===== config.mk =====
export PLATFORM = sky130hd
export DESIGN_NAME = safe_keypad_scanner
export DESIGN_NICKNAME = d
export VERILOG_FILES = /design/src/rtl/safe_keypad_scanner.sv
export SDC_FILE = /design/constraint.sdc
export NUM_CORES = 1
export LEC_CHECK = 0
export BUFFER_PORTS_ARGS = -buffer_cell sky130_fd_sc_hd__buf_2
export CAP_MARGIN = 20
export CORE_ASPECT_RATIO = 0.5
export CORE_MARGIN = 2
export CORE_UTILIZATION = 25
export CTS_CLUSTER_DIAMETER = 200
export DETAILED_ROUTE_END_ITERATION = 16
export PLACE_DENSITY = 0.45
export SYNTH_ARGS = -nofsm -noshare
export SYNTH_HDL_FRONTEND = slang
export SYNTH_SLANG_ARGS = --single-unit

===== constraint.sdc =====
create_clock -name clk_i -period 3.11 [get_ports clk_i]
set_input_delay 0.622 -clock clk_i [delete_from_list [all_inputs] [get_ports clk_i]]
set_output_delay 0.622 -clock clk_i [all_outputs]
set_load 0.005 [all_outputs]

===== src/rtl/safe_keypad_scanner.sv =====
// Keypad front end for the safe controller: scans a 4x3 active-low key
// matrix, debounces key presses and the door-seal sensor, and hands one
// 4-bit event per press to the safe FSM over a valid/ready register.
module safe_keypad_scanner #(
  parameter int ROW_SETTLE      = 4,
  parameter int DEBOUNCE_CYCLES = 16
) (
  input  logic       clk_i,
  input  logic       rst_ni,
  output logic [3:0] row_no,
  input  logic [2:0] col_ni,
  input  logic       door_sealed_i,
  output logic       key_valid_o,
  output logic [3:0] key_code_o,
  input  logic       key_ready_i,
  output logic       overrun_o
);

  localparam int SW = $clog2(ROW_SETTLE + 1);
  localparam int DW = $clog2(DEBOUNCE_CYCLES + 1);

  // Sampling happens once the settle count has covered ROW_SETTLE cycles,
  // which also absorbs the two-cycle column synchroniser after a row change.
  localparam logic [SW-1:0] SETTLE_LAST = SW'(ROW_SETTLE);
  localparam logic [DW-1:0] DEB_LAST    = DW'(DEBOUNCE_CYCLES - 1);

  localparam logic [1:0] S_SCAN     = 2'd0;
  localparam logic [1:0] S_DEBOUNCE = 2'd1;
  localparam logic [1:0] S_PRESSED  = 2'd2;
  localparam logic [1:0] S_RELEASE  = 2'd3;

  localparam logic [3:0] CODE_DOOR = 4'hC;

  logic [2:0]    col_s1, col_s2;
  logic          door_s1, door_s2;
  logic          door_lvl;
  logic [DW-1:0] door_cnt;
  logic [1:0]    state;
  logic [1:0]    row;
  logic [SW-1:0] settle_cnt;
  logic [DW-1:0] deb_cnt;
  logic [2:0]    lat_col;
  logic [3:0]    lat_code;
  logic          key_ev;
  logic          door_ev;
  logic          any_ev;
  logic          handshake;

  // Exactly one column pulled low on the sampled pattern.
  function automatic logic single_low(input logic [2:0] cols);
    return (cols == 3'b110) || (cols == 3'b101) || (cols == 3'b011);
  endfunction

  // Keypad legend: row/column position to safe key code.
  function automatic logic [3:0] key_map(input logic [1:0] r, input logic [2:0] cols);
    logic [3:0] code;
    case ({r, cols})
      {2'd0, 3'b110}: code = 4'h1;
      {2'd0, 3'b101}: code = 4'h2;
      {2'd0, 3'b011}: code = 4'h3;
      {2'd1, 3'b110}: code = 4'h4;
      {2'd1, 3'b101}: code = 4'h5;
      {2'd1, 3'b011}: code = 4'h6;
      {2'd2, 3'b110}: code = 4'h7;
      {2'd2, 3'b101}: code = 4'h8;
      {2'd2, 3'b011}: code = 4'h9;
      {2'd3, 3'b110}: code = 4'hA;
      {2'd3, 3'b101}: code = 4'h0;
      {2'd3, 3'b011}: code = 4'hB;
      default:        code = 4'h0;
    endcase
    return code;
  endfunction

  assign row_no = ~(4'b0001 << row);

  // Two-flop synchronisers for the asynchronous column and door inputs.
  always_ff @(posedge clk_i or negedge rst_ni) begin
    if (!rst_ni) begin
      col_s1  <= 3'b111;
      col_s2  <= 3'b111;
      door_s1 <= 1'b0;
      door_s2 <= 1'b0;
    end else begin
      col_s1  <= col_ni;
      col_s2  <= col_s1;
      door_s1 <= door_sealed_i;
      door_s2 <= door_s1;
    end
  end

  // Door level follows the sensor only after a full run of differing samples.
  always_ff @(posedge clk_i or negedge rst_ni) begin
    if (!rst_ni) begin
      door_lvl <= 1'b0;
      door_cnt <= '0;
    end else if (door_s2 != door_lvl) begin
      if (door_cnt == DEB_LAST) begin
        door_lvl <= door_s2;
        door_cnt <= '0;
      end else begin
        door_cnt <= door_cnt + DW'(1);
      end
    end else begin
      door_cnt <= '0;
    end
  end

  // Scan / debounce / release state machine for the key matrix.
  always_ff @(posedge clk_i or negedge rst_ni) begin
    if (!rst_ni) begin
      state      <= S_SCAN;
      row        <= 2'd0;
      settle_cnt <= '0;
      deb_cnt    <= '0;
      lat_col    <= 3'b111;
      lat_code   <= 4'h0;
    end else begin
      case (state)
        S_SCAN: begin
          if (settle_cnt == SETTLE_LAST) begin
            settle_cnt <= '0;
            if (single_low(col_s2)) begin
              lat_col  <= col_s2;
              lat_code <= key_map(row, col_s2);
              deb_cnt  <= '0;
              state    <= S_DEBOUNCE;
            end else begin
              row <= row + 2'd1;
            end
          end else begin
            settle_cnt <= settle_cnt + SW'(1);
          end
        end
        S_DEBOUNCE: begin
          if (col_s2 != lat_col) begin
            settle_cnt <= '0;
            state      <= S_SCAN;
          end else if (deb_cnt == DEB_LAST) begin
            state <= S_PRESSED;
          end else begin
            deb_cnt <= deb_cnt + DW'(1);
          end
        end
        S_PRESSED: begin
          deb_cnt <= '0;
          state   <= S_RELEASE;
        end
        default: begin
          // Any low column, including a different key, restarts the release run.
          if (col_s2 != 3'b111) begin
            deb_cnt <= '0;
          end else if (deb_cnt == DEB_LAST) begin
            deb_cnt    <= '0;
            settle_cnt <= '0;
            row        <= row + 2'd1;
            state      <= S_SCAN;
          end else begin
            deb_cnt <= deb_cnt + DW'(1);
          end
        end
      endcase
    end
  end

  assign key_ev    = (state == S_PRESSED);
  assign door_ev   = door_s2 && !door_lvl && (door_cnt == DEB_LAST);
  assign any_ev    = key_ev || door_ev;
  assign handshake = key_valid_o && key_ready_i;

  // Single-entry output register; the door event takes priority over a key.
  always_ff @(posedge clk_i or negedge rst_ni) begin
    if (!rst_ni) begin
      key_valid_o <= 1'b0;
      key_code_o  <= 4'h0;
      overrun_o   <= 1'b0;
    end else begin
      overrun_o <= (any_ev && key_valid_o && !handshake) || (key_ev && door_ev);
      if (any_ev && (!key_valid_o || handshake)) begin
        key_code_o  <= door_ev ? CODE_DOOR : lat_code;
        key_valid_o <= 1'b1;
      end else if (handshake) begin
        key_valid_o <= 1'b0;
      end
    end
  end

endmodule


==> results of run 1 <==
-- cell usage after synthesis, drive strengths merged, types with 2 or more instances --
cell type and number:
xor2 4, o41ai 2, nand3 3, a21oi 2, nand2b 7, nor3 4
o2bb2ai 3, xnor2 2, nand2 18, o22a 3, o22ai 3, and3 3
ha 18, mux2i 2, clkbuf 3, nor2 5, o211ai 2, nor2b 3
nand4b 2, inv 17, nor3b 2, dfstp 9, a311oi 2, buf 2
dfrtp 30, o31ai 2, and2 2, a32o 2, mux2 7, o21ai 7
-- registers in the layout, summed over array words and instances, names as in the netlist --
signal and flops:
state 2, lat_col 3, col_s2 3, overrun_o 1, col_s1 3, door_cnt 5
key_valid_o 1, key_code_o 4, door_lvl 1, row 2, lat_code 4, settle_cnt 3
door_s2 1, door_s1 1, deb_cnt 5
-- power by group through the flow --
stage / registers (uW) / logic [uW] / clock network [uW]
after CTS: 708 / 565 / 589
after global routing: 723 / 639 / 611
final: 706 / 561 / 570
after global placement: 714 / 560 / 0
after floorplan: 689 / 445 / 0
after detailed placement: 716 / 562 / 0
-- cells in the final DEF, fill, tap and decap left out, types with 2 or more instances in the layout --
master / netlist / layout
o211ai_1: 2 / 2
nor3b_1: 2 / 2
dfstp_2: 9 / 9
clkbuf_1: 3 / 2
nand2_1: 18 / 18
o21ai_0: 6 / 6
nor3_1: 4 / 4
mux2_4: 2 / 2
buf_2: 0 / 16
and3_1: 3 / 3
nor2_1: 4 / 4
a21oi_1: 2 / 2
nand4b_1: 2 / 2
xor2_2: 2 / 2
nor2b_1: 3 / 3
nand2b_1: 7 / 7
nand3_1: 3 / 3
clkbuf_16: 0 / 5
xnor2_1: 2 / 2
and2_1: 2 / 2
o22ai_1: 3 / 3
mux2i_1: 2 / 2
a311oi_1: 2 / 2
ha_1: 18 / 18
a32o_1: 2 / 2
inv_1: 17 / 17
dfrtp_1: 30 / 30
mux2_2: 4 / 4
o2bb2ai_1: 3 / 3
o22a_1: 3 / 3
-- per-layer routing --
metal	routed length (um)	global-route usage (%)	vias to the layer above
met5	0	0	-
met4	53	3.472	0
met1	2018	13.26	727
met3	97	1.974	5
met2	1820	14.50	19
li1	-	-	709
-- path summary, 6_finish.rpt --
kind	start	end	slack (ns)
max in group asynchronous	rst_ni	deb_cnt[0]$_DFFE_PN0P_	2.09
min in group asynchronous	rst_ni	door_cnt[1]$_DFF_PN0_	0.46
worst min-delay path	door_s1$_DFF_PN0_	door_s2$_DFF_PN0_	0.35
worst min register to register	door_s1$_DFF_PN0_	door_s2$_DFF_PN0_	0.35
worst max register to register	col_s2[0]$_DFF_PN1_	row[1]$_DFFE_PN0P_	0.78
worst max-delay path	col_s2[0]$_DFF_PN1_	row[1]$_DFFE_PN0P_	0.78
-- stage by stage --
stage,setup WS [ns],power [uW],std cells,cell area [um^2],hold WS [ns]
finish,0.7828,1837,320,2496,0.3507
global placement,0.8919,1274,312,2333,0.3330
global route,0.6246,1974,320,2496,0.3617
CTS,0.7953,1862,320,2496,0.3549
floorplan,0.9519,1133,189,2147,0.3264
detailed placement,0.8236,1278,312,2333,0.3418
-- kinds of logic (layout without fill, tap and decap cells) --
| family | after synthesis | count (layout) |
|---|---|---|
| simple gates | 56 | 56 |
| flops | 39 | 39 |
| compound gates | 38 | 38 |
| buf+inv | 22 | 41 |
| fa+ha+maj | 19 | 19 |
| mux | 9 | 9 |
| xor+xnor | 6 | 6 |
-- layout make-up --
cell class / instances / area [um^2] / area share [%]
Clock buffer: 7 / 132.6 / 5.313
Inverter: 17 / 63.81 / 2.556
Tap cell: 112 / 140.1 / 5.614
Multi-Input combinational cell: 128 / 1062 / 42.56
Timing Repair Buffer: 16 / 80.08 / 3.208
Clock inverter: 1 / 30.03 / 1.203
Sequential cell: 39 / 987.2 / 39.55
==> results.toml, run 1 <==
[status]
status = "complete, no violations"

[drt]
dr_total_vias = 1460
dr.pass1.iters = 6
drtIter0Drc = 42
routed_wl_um = 3988
final_antenna_net_count = 0
avgRoutedWirePerCell_um = 12.46
drc = 0
vias_per_cell = 4.563

[yosys]
synth_fa_ha_area_share_pct = 10.96
synthArstFlopShare_pct = 100.0
syn_area_per_cell_um2 = 11.36
synth-seq-area-share_pct = 45.98
yosys.area_share.xor_xnor_pct = 4.021
ys_warn_count = 0
syn_nets = 214
synth_area_um2 = 2147
synth_area_leaders = "dfrtp_1, dfstp_2, ha_1, nand2_1, inv_1"
synth_top_flop_cell = "dfrtp_1"
synth_top_family_by_area = "simple AND/OR/NAND/NOR gates"
synth_compound_area_share_pct = 14.63
yosysUniqueCellTypes = 56
synth_top_area_share_pct = 34.97
synth_seq_cells = 39
synth-simple-area-share_pct = 14.92
synth_mux_area_share_pct = 4.953
synth-edff-count = 0
synth_cells = 189
yosysTopAreaCell = "dfrtp_1"

[timing]
period_needed_ns = 2.327
setup_violations = 0
setup_tns_ns = 0
rsz0062_at_grt = "false"
timing.fmax_mhz = 429.7
hold_violations = 0
tightest_slew_ns = 0.8779
maxSlewHeadroom_pct = 41.47
post-route-period-util_pct = 74.83
finClkSkew_ns = 0.003730
report.final.slew_viol_count = 0

[floorplanning]
core_area_um2 = 8173
ios = 17
rows = 23
die-area_um2 = 9391
die_x_um = 135.1
floorplan.initialDensity_pct = 26.27
dieHeight_um = 69.53

[clock_network]
cts_tree = "built"
cts.sinks = 39
cts.clk_slew.worst_paths_ns = 0.06
cts_resized = 0
cts_hold_buf = 0
clock-root-buffer = "clkbuf_16"
htreeDepth = 2
worstSkewPairLatency_ns = 0.28
postCtsSetupRepairBufs = 0
cts_buffers = 5
clockBufferDepth = 2

[power_and_ir_drop]
pwr-share-comb_pct = 30.5
internal_power_uw = 1245
leakage_uw = 0.001111
swShare_pct = 32.20
switchingPower_uw = 591.4
power_density_nw_per_um2 = 735.8
seqPwrFrac_pct = 38.4
vdd_drop_max_v = 0.0002907
power.share.clock_pct = 31.0

[layout]
drive_above_1_share_pct = 23.08
fillers = 867
area_growth_pct = 16.26
fin_nets = 232
finalCoreUtilization_pct = 30.54
antennaDiodeCount = 0

[grt]
antenna_found_initial = 0
grt_pass1_wl_um = 7203
grt_usage_pct = 9.492
grt_pass1_vias = 1494
grt-ovfl-total = 0
grt_max_degree = 40

[flow_run]
maxCapViolCount = 0

[critical_path]
path_max_fanout = 4
critPathMaxStageDelay_ns = 0.58
path_depth = 6
cp-start-kind = "flip-flop"
path_buf_inv = 1
worstPathRequired_ns = 3.27
critical_path_class = "reg2reg"
critPathCaptureType = "flip-flop"
crit_path_cell_trace = "inv_1, ha_1, nor3b_1, o2111ai_1, a21oi_1, mux2_2"
cp_slowest_cell = "dfstp_2"
worst_ep_arrival_time_ns = 2.49
critical-path-top-delay-family = "flip-flops"
reg2reg_depth = 6

[place]
io_buffers = 16
place.gp.congestion = 0.8325
place_hpwl_um = 2957

[min_path]
whs_path_depth = 0
hold_path_class = "reg2reg"
Note: power is estimated with default switching activity, not from simulation.
==> run 2, diff against run 1 <==
--- a/config.mk
+++ b/config.mk
@@ -12,7 +12,7 @@
 export CORE_UTILIZATION = 25
 export CTS_CLUSTER_DIAMETER = 200
 export DETAILED_ROUTE_END_ITERATION = 16
-export PLACE_DENSITY = 0.45
+export PLACE_DENSITY = 0.46
 export SYNTH_ARGS = -nofsm -noshare
 export SYNTH_HDL_FRONTEND = slang
 export SYNTH_SLANG_ARGS = --single-unit
==> constraint.sdc (replaced) <==
create_clock -name clk_i -period 1.9 [get_ports clk_i]
set_input_delay 0.38 -clock clk_i [delete_from_list [all_inputs] [get_ports clk_i]]
set_output_delay 0.38 -clock clk_i [all_outputs]
set_load 0.005 [all_outputs]
==> run 2 against run 1 <==
  * Wire length rose by 4.3%
  * Utilization grew 3.9 points
  * Worst hold slack lost 0.20 ns
  * Non-clock buffer count grew 21
  * Die area did not move
  * Sequential share of layout area down 4.5 points
  * Total power up 84%
==> results.toml, run 2 (synthesis gave the netlist of run 1 again) <==
[drt]
drtIter0Drc = 43
dr.pass1.iters = 4
drc = 0
avgRoutedWirePerCell_um = 12.19
routed_wl_um = 4158
vias_per_cell = 4.425
dr_total_vias = 1509
final_antenna_net_count = 0

[flow_run]
maxCapViolCount = 0

[critical_path]
critPathMaxStageDelay_ns = 0.40
worstPathRequired_ns = 2.07
worst_ep_arrival_time_ns = 2.05
cp-start-kind = "flip-flop"
critical_path_class = "reg2reg"
crit_path_cell_trace = "ha_2, and3_4, ha_4, a311oi_2, or3_4, a211o_1"
cp_slowest_cell = "dfrtp_1"
path_max_fanout = 8
critPathCaptureType = "flip-flop"

[layout]
fillers = 849
regArea_um2 = 987.2
fin_nets = 253
top_regs = "deb_cnt x5, door_cnt x5"
antennaDiodeCount = 0
mostFrequentLayoutCells = "dfrtp_1, buf_4, nand2_1"
final_common_cell = "dfrtp_1"
stdcell_area_um2 = 2816
multiInputGateArea_um2 = 1182
area_growth_pct = 31.18
drive_above_1_share_pct = 36.24

[clock_network]
clockBufferDepth = 2
cts.clk_slew.worst_paths_ns = 0.06
cts_buffers = 5
cts.sinks = 39
htreeDepth = 2
cts_hold_buf = 0
worstSkewPairLatency_ns = 0.28
clock-root-buffer = "clkbuf_16"
cts_tree = "built"

[floorplanning]
dieHeight_um = 69.53
rows = 23
core_area_um2 = 8173
die-area_um2 = 9391
ios = 17
die_x_um = 135.1
floorplan.initialDensity_pct = 26.27

[timing]
rsz0062_at_grt = "true"
report.final.slew_viol_count = 0
period_needed_ns = 1.878
finClkSkew_ns = 0.007832
timing.fmax_mhz = 532.5
post-route-period-util_pct = 98.84
tightest_slew_ns = 0.4901
hold_violations = 0
setup_violations = 0
maxSlewHeadroom_pct = 67.33

[power_and_ir_drop]
vdd_drop_max_v = 0.0006589
leakage_uw = 0.001251
total_power_uw = 3379
power_density_nw_per_um2 = 1200

[place]
placement.cell_area_um2 = 2549
place.gp.congestion = 0.7556
io_buffers = 16
place_hpwl_um = 3114

[grt]
grt_pass1_wl_um = 6996
grt_pass1_vias = 1478
grt-ovfl-total = 0
grt_usage_pct = 9.251
antenna_found_initial = 0
grt_max_degree = 40

[min_path]
hold_path_class = "in2async"

[status]
status = "complete, no violations"
[run 2: changes by cell type in the layout (fill, tap and decap cells not counted), sizes merged]
cell	change
clkbuf	-1
buf	+21
bufinv	+1
[run 2: worst max-delay path, delay by kind of cell, from the launching register on]
kind | cells | cell delay [ns]
DFF | 1 | 0.40
AOI/OAI and AO/OA | 2 | 0.41
and+or+nand+nor | 2 | 0.57
adders and majority gates | 2 | 0.38
[run 2: where the power goes]
group | internal (uW) | leakage [uW] | switching [uW]
Combinational | 574 | 0.000664 | 568
Sequential | 1000 | 0.000495 | 160
Clock | 753 | 0.0000911 | 320
Total | 2330 | 0.00125 | 1050
[run 2: timing repair]
item / in CTS / in global routing
pin swaps: 0 / 5
endpoints found under the setup margin: 3 / 13
buffers inserted: 0 / 2
hold endpoints to repair: 0 / 0
resized for setup: 2 / 12
[run 2: final timing paths]
check                                       startpoint                   endpoint  slack [ns]  cells past startpoint
worst min register to register       door_s1$_DFF_PN0_          door_s2$_DFF_PN0_        0.35                      0
worst min-delay path                            rst_ni       state[1]$_DFFE_PN0P_        0.15                      2
min in group clk_i                           col_ni[2]        col_s1[2]$_DFF_PN1_        0.20                      1
max in group asynchronous                       rst_ni     lat_col[2]$_DFFE_PN1P_        1.39                      2
worst max-delay path            deb_cnt[0]$_DFFE_PN0P_  settle_cnt[2]$_DFFE_PN0P_        0.02                      6
worst max register to register  deb_cnt[0]$_DFFE_PN0P_  settle_cnt[2]$_DFFE_PN0P_        0.02                      6
[run 2: metrics by stage]
| stage | TNS, ns | worst slack, ns | util (%) | std cells | hold WS [ns] |
|---|---|---|---|---|---|
| after floorplan | -0.01378 | -0.01378 | - | 189 | 0.08441 |
| after global placement | -0.02149 | -0.01165 | 31.18 | 331 | 0.3357 |
| after detailed placement | -0.1461 | -0.08663 | 31.18 | 331 | 0.3379 |
| after CTS | -0.03854 | -0.03854 | 33.70 | 339 | 0.1752 |
| after global routing | -0.2097 | -0.05871 | 34.46 | 341 | 0.1875 |
| final | 0 | 0.02206 | 34.46 | 341 | 0.1492 |
[run 2: per-layer routing]
| layer | global-route usage [%] | up-vias | wire length, um |
|---|---|---|---|
| met3 | 2.851 | 2 | 119 |
| met1 | 12.92 | 740 | 2142 |
| met5 | 0 | - | 0 |
| met2 | 13.71 | 17 | 1862 |
| met4 | 2.778 | 0 | 34 |
| li1 | - | 750 | - |
[run 2: final cells by class]
type	instances	share of cell area [%]
tap	112	4.976
clock inverter	2	2.132
multi-input combinational	128	41.98
clock buffer	6	4.576
sequential	39	35.05
inverter	17	2.266
timing repair buffer	37	9.018
==> run 3, diff against run 2 <==
--- a/config.mk
+++ b/config.mk
@@ -8,7 +8,6 @@
 export BUFFER_PORTS_ARGS = -buffer_cell sky130_fd_sc_hd__buf_2
 export CAP_MARGIN = 20
 export CORE_ASPECT_RATIO = 0.5
-export CORE_MARGIN = 2
 export CORE_UTILIZATION = 25
 export CTS_CLUSTER_DIAMETER = 200
 export DETAILED_ROUTE_END_ITERATION = 16
==> run 3 against run 2 <==
  * Wire length grew 4.5%
  * Global-route usage up 1.6 points
  * Sequential power barely moved
==> results.toml, run 3 (synthesis gave the netlist of run 1 again) <==
[status]
status = "complete, no violations"

[clock_network]
htreeDepth = 2
clockBufferDepth = 2
clock-root-buffer = "clkbuf_16"
worstSkewPairLatency_ns = 0.29
cts_hold_buf = 0
cts_buffers = 5
cts.sinks = 39
cts_tree = "built"
cts.clk_slew.worst_paths_ns = 0.06

[layout]
area_growth_pct = 29.84
top_regs = "deb_cnt x5, door_cnt x5"
multiInputGateArea_um2 = 1159
mostFrequentLayoutCells = "dfrtp_1, buf_4, nand2_1"
drive_above_1_share_pct = 37.34
regArea_um2 = 987.2
finalCoreUtilization_pct = 34.11
antennaDiodeCount = 0
final_common_cell = "dfrtp_1"
fin_nets = 257
fillers = 843

[drt]
vias_per_cell = 4.362
wl_met2_um = 1839
drc = 0
wl_met1_um = 2262
topRoutingLayerUsed = "met4"
routed_wl_um = 4346
dr_wl_met3_um = 150
avgRoutedWirePerCell_um = 12.60
dr.pass1.iters = 4
final_antenna_net_count = 0
drtIter0Drc = 70
dr_total_vias = 1505

[timing]
whs_ns = 0.05659
setup_violations = 0
tightest_slew_ns = 0.5813
setup_tns_ns = 0
post-route-period-util_pct = 99.82
period_needed_ns = 1.897
timing.fmax_mhz = 527.3
report.final.slew_viol_count = 0
finClkSkew_ns = 0.005549
hold_violations = 0
maxSlewHeadroom_pct = 61.14
rsz0062_at_grt = "true"

[floorplanning]
die_x_um = 133.1
ios = 17
floorplan.initialDensity_pct = 26.27
core_area_um2 = 8173
dieHeight_um = 67.53
die-area_um2 = 8986
rows = 23

[grt]
grt_pass1_wl_um = 7327
antenna_found_initial = 0
grt-ovfl-total = 0
grt_usage_pct = 10.82
grt_pass1_vias = 1504
grt_max_degree = 23

[power_and_ir_drop]
power_density_nw_per_um2 = 1128
leakage_uw = 0.001242
total_power_uw = 3145
vdd_drop_max_v = 0.0003401

[place]
place.gp.congestion = 0.7326
place_hpwl_um = 3283
io_buffers = 16

[critical_path]
critical_path_class = "reg2reg"
worst_ep_arrival_time_ns = 2.07
cp-start-kind = "flip-flop"
critPathCaptureType = "flip-flop"
worstPathRequired_ns = 2.07
path_max_fanout = 6

[min_path]
hold_path_class = "in2async"

[flow_run]
maxCapViolCount = 0
## run 3: per-stage QoR
step / instances / setup slack [ns] / instance area, um^2
floorplan: 189 / -0.01378 / 2217
global placement: 333 / 0.03270 / 2564
detailed placement: 333 / -0.07627 / 2564
CTS: 342 / -0.0002736 / 2744
global route: 345 / -0.07624 / 2788
finish: 345 / 0.003380 / 2788
## run 3: final timing paths
path                                     startpoint                   endpoint  slack [ns]  cells past startpoint
worst min-delay path                         rst_ni  key_code_o[2]$_DFFE_PN0P_        0.06                      1
worst min register to register    door_s1$_DFF_PN0_          door_s2$_DFF_PN0_        0.35                      0
worst max register to register  col_s2[1]$_DFF_PN1_    lat_code[0]$_DFFE_PN0P_       0.003                      5
max in group asynchronous                    rst_ni     lat_col[2]$_DFFE_PN1P_        1.24                      2
min in group clk_i                        col_ni[1]        col_s1[1]$_DFF_PN1_        0.19                      1
worst max-delay path            col_s2[1]$_DFF_PN1_    lat_code[0]$_DFFE_PN0P_       0.003                      5
## run 3: area by class of cell
type                            instances  area share [%]
Multi-Input combinational cell        128           41.56
Sequential cell                        39           35.41
Clock buffer                            5           4.488
Tap cell                              112           5.027
Timing Repair Buffer                   41           10.32
Inverter                               17           2.289
Clock inverter                          3          0.8977
## run 3: critical path: stages, from the launching register on
cell and delay [ns]:
dfstp_2 0.55, buf_12 0.12, ha_4 0.14, nor2_4 0.04, or4b_4 0.61, mux2_4 0.32
## run 3: power breakdown
group / switching, uW / leakage, uW / internal (uW) / total (uW)
clock network: 356 / 0.0000700 / 491 / 846
logic: 567 / 0.000676 / 572 / 1140
registers: 156 / 0.000495 / 1000 / 1160
## run 3: metal layers
layer	GRT usage (%)	up-vias
li1	-	757
met1	14.04	720
met2	16.75	19
met3	3.604	9
met4	4.310	0
met5	0	-
## run 3: what timing repair did
| item | 4_1_cts | 5_1_grt |
|---|---|---|
| endpoints found under the hold margin | 0 | 0 |
| buffers inserted | 1 | 3 |
| pin swaps | 4 | 6 |
| endpoints found under the setup margin | 3 | 14 |
| gates resized for setup | 4 | 7 |
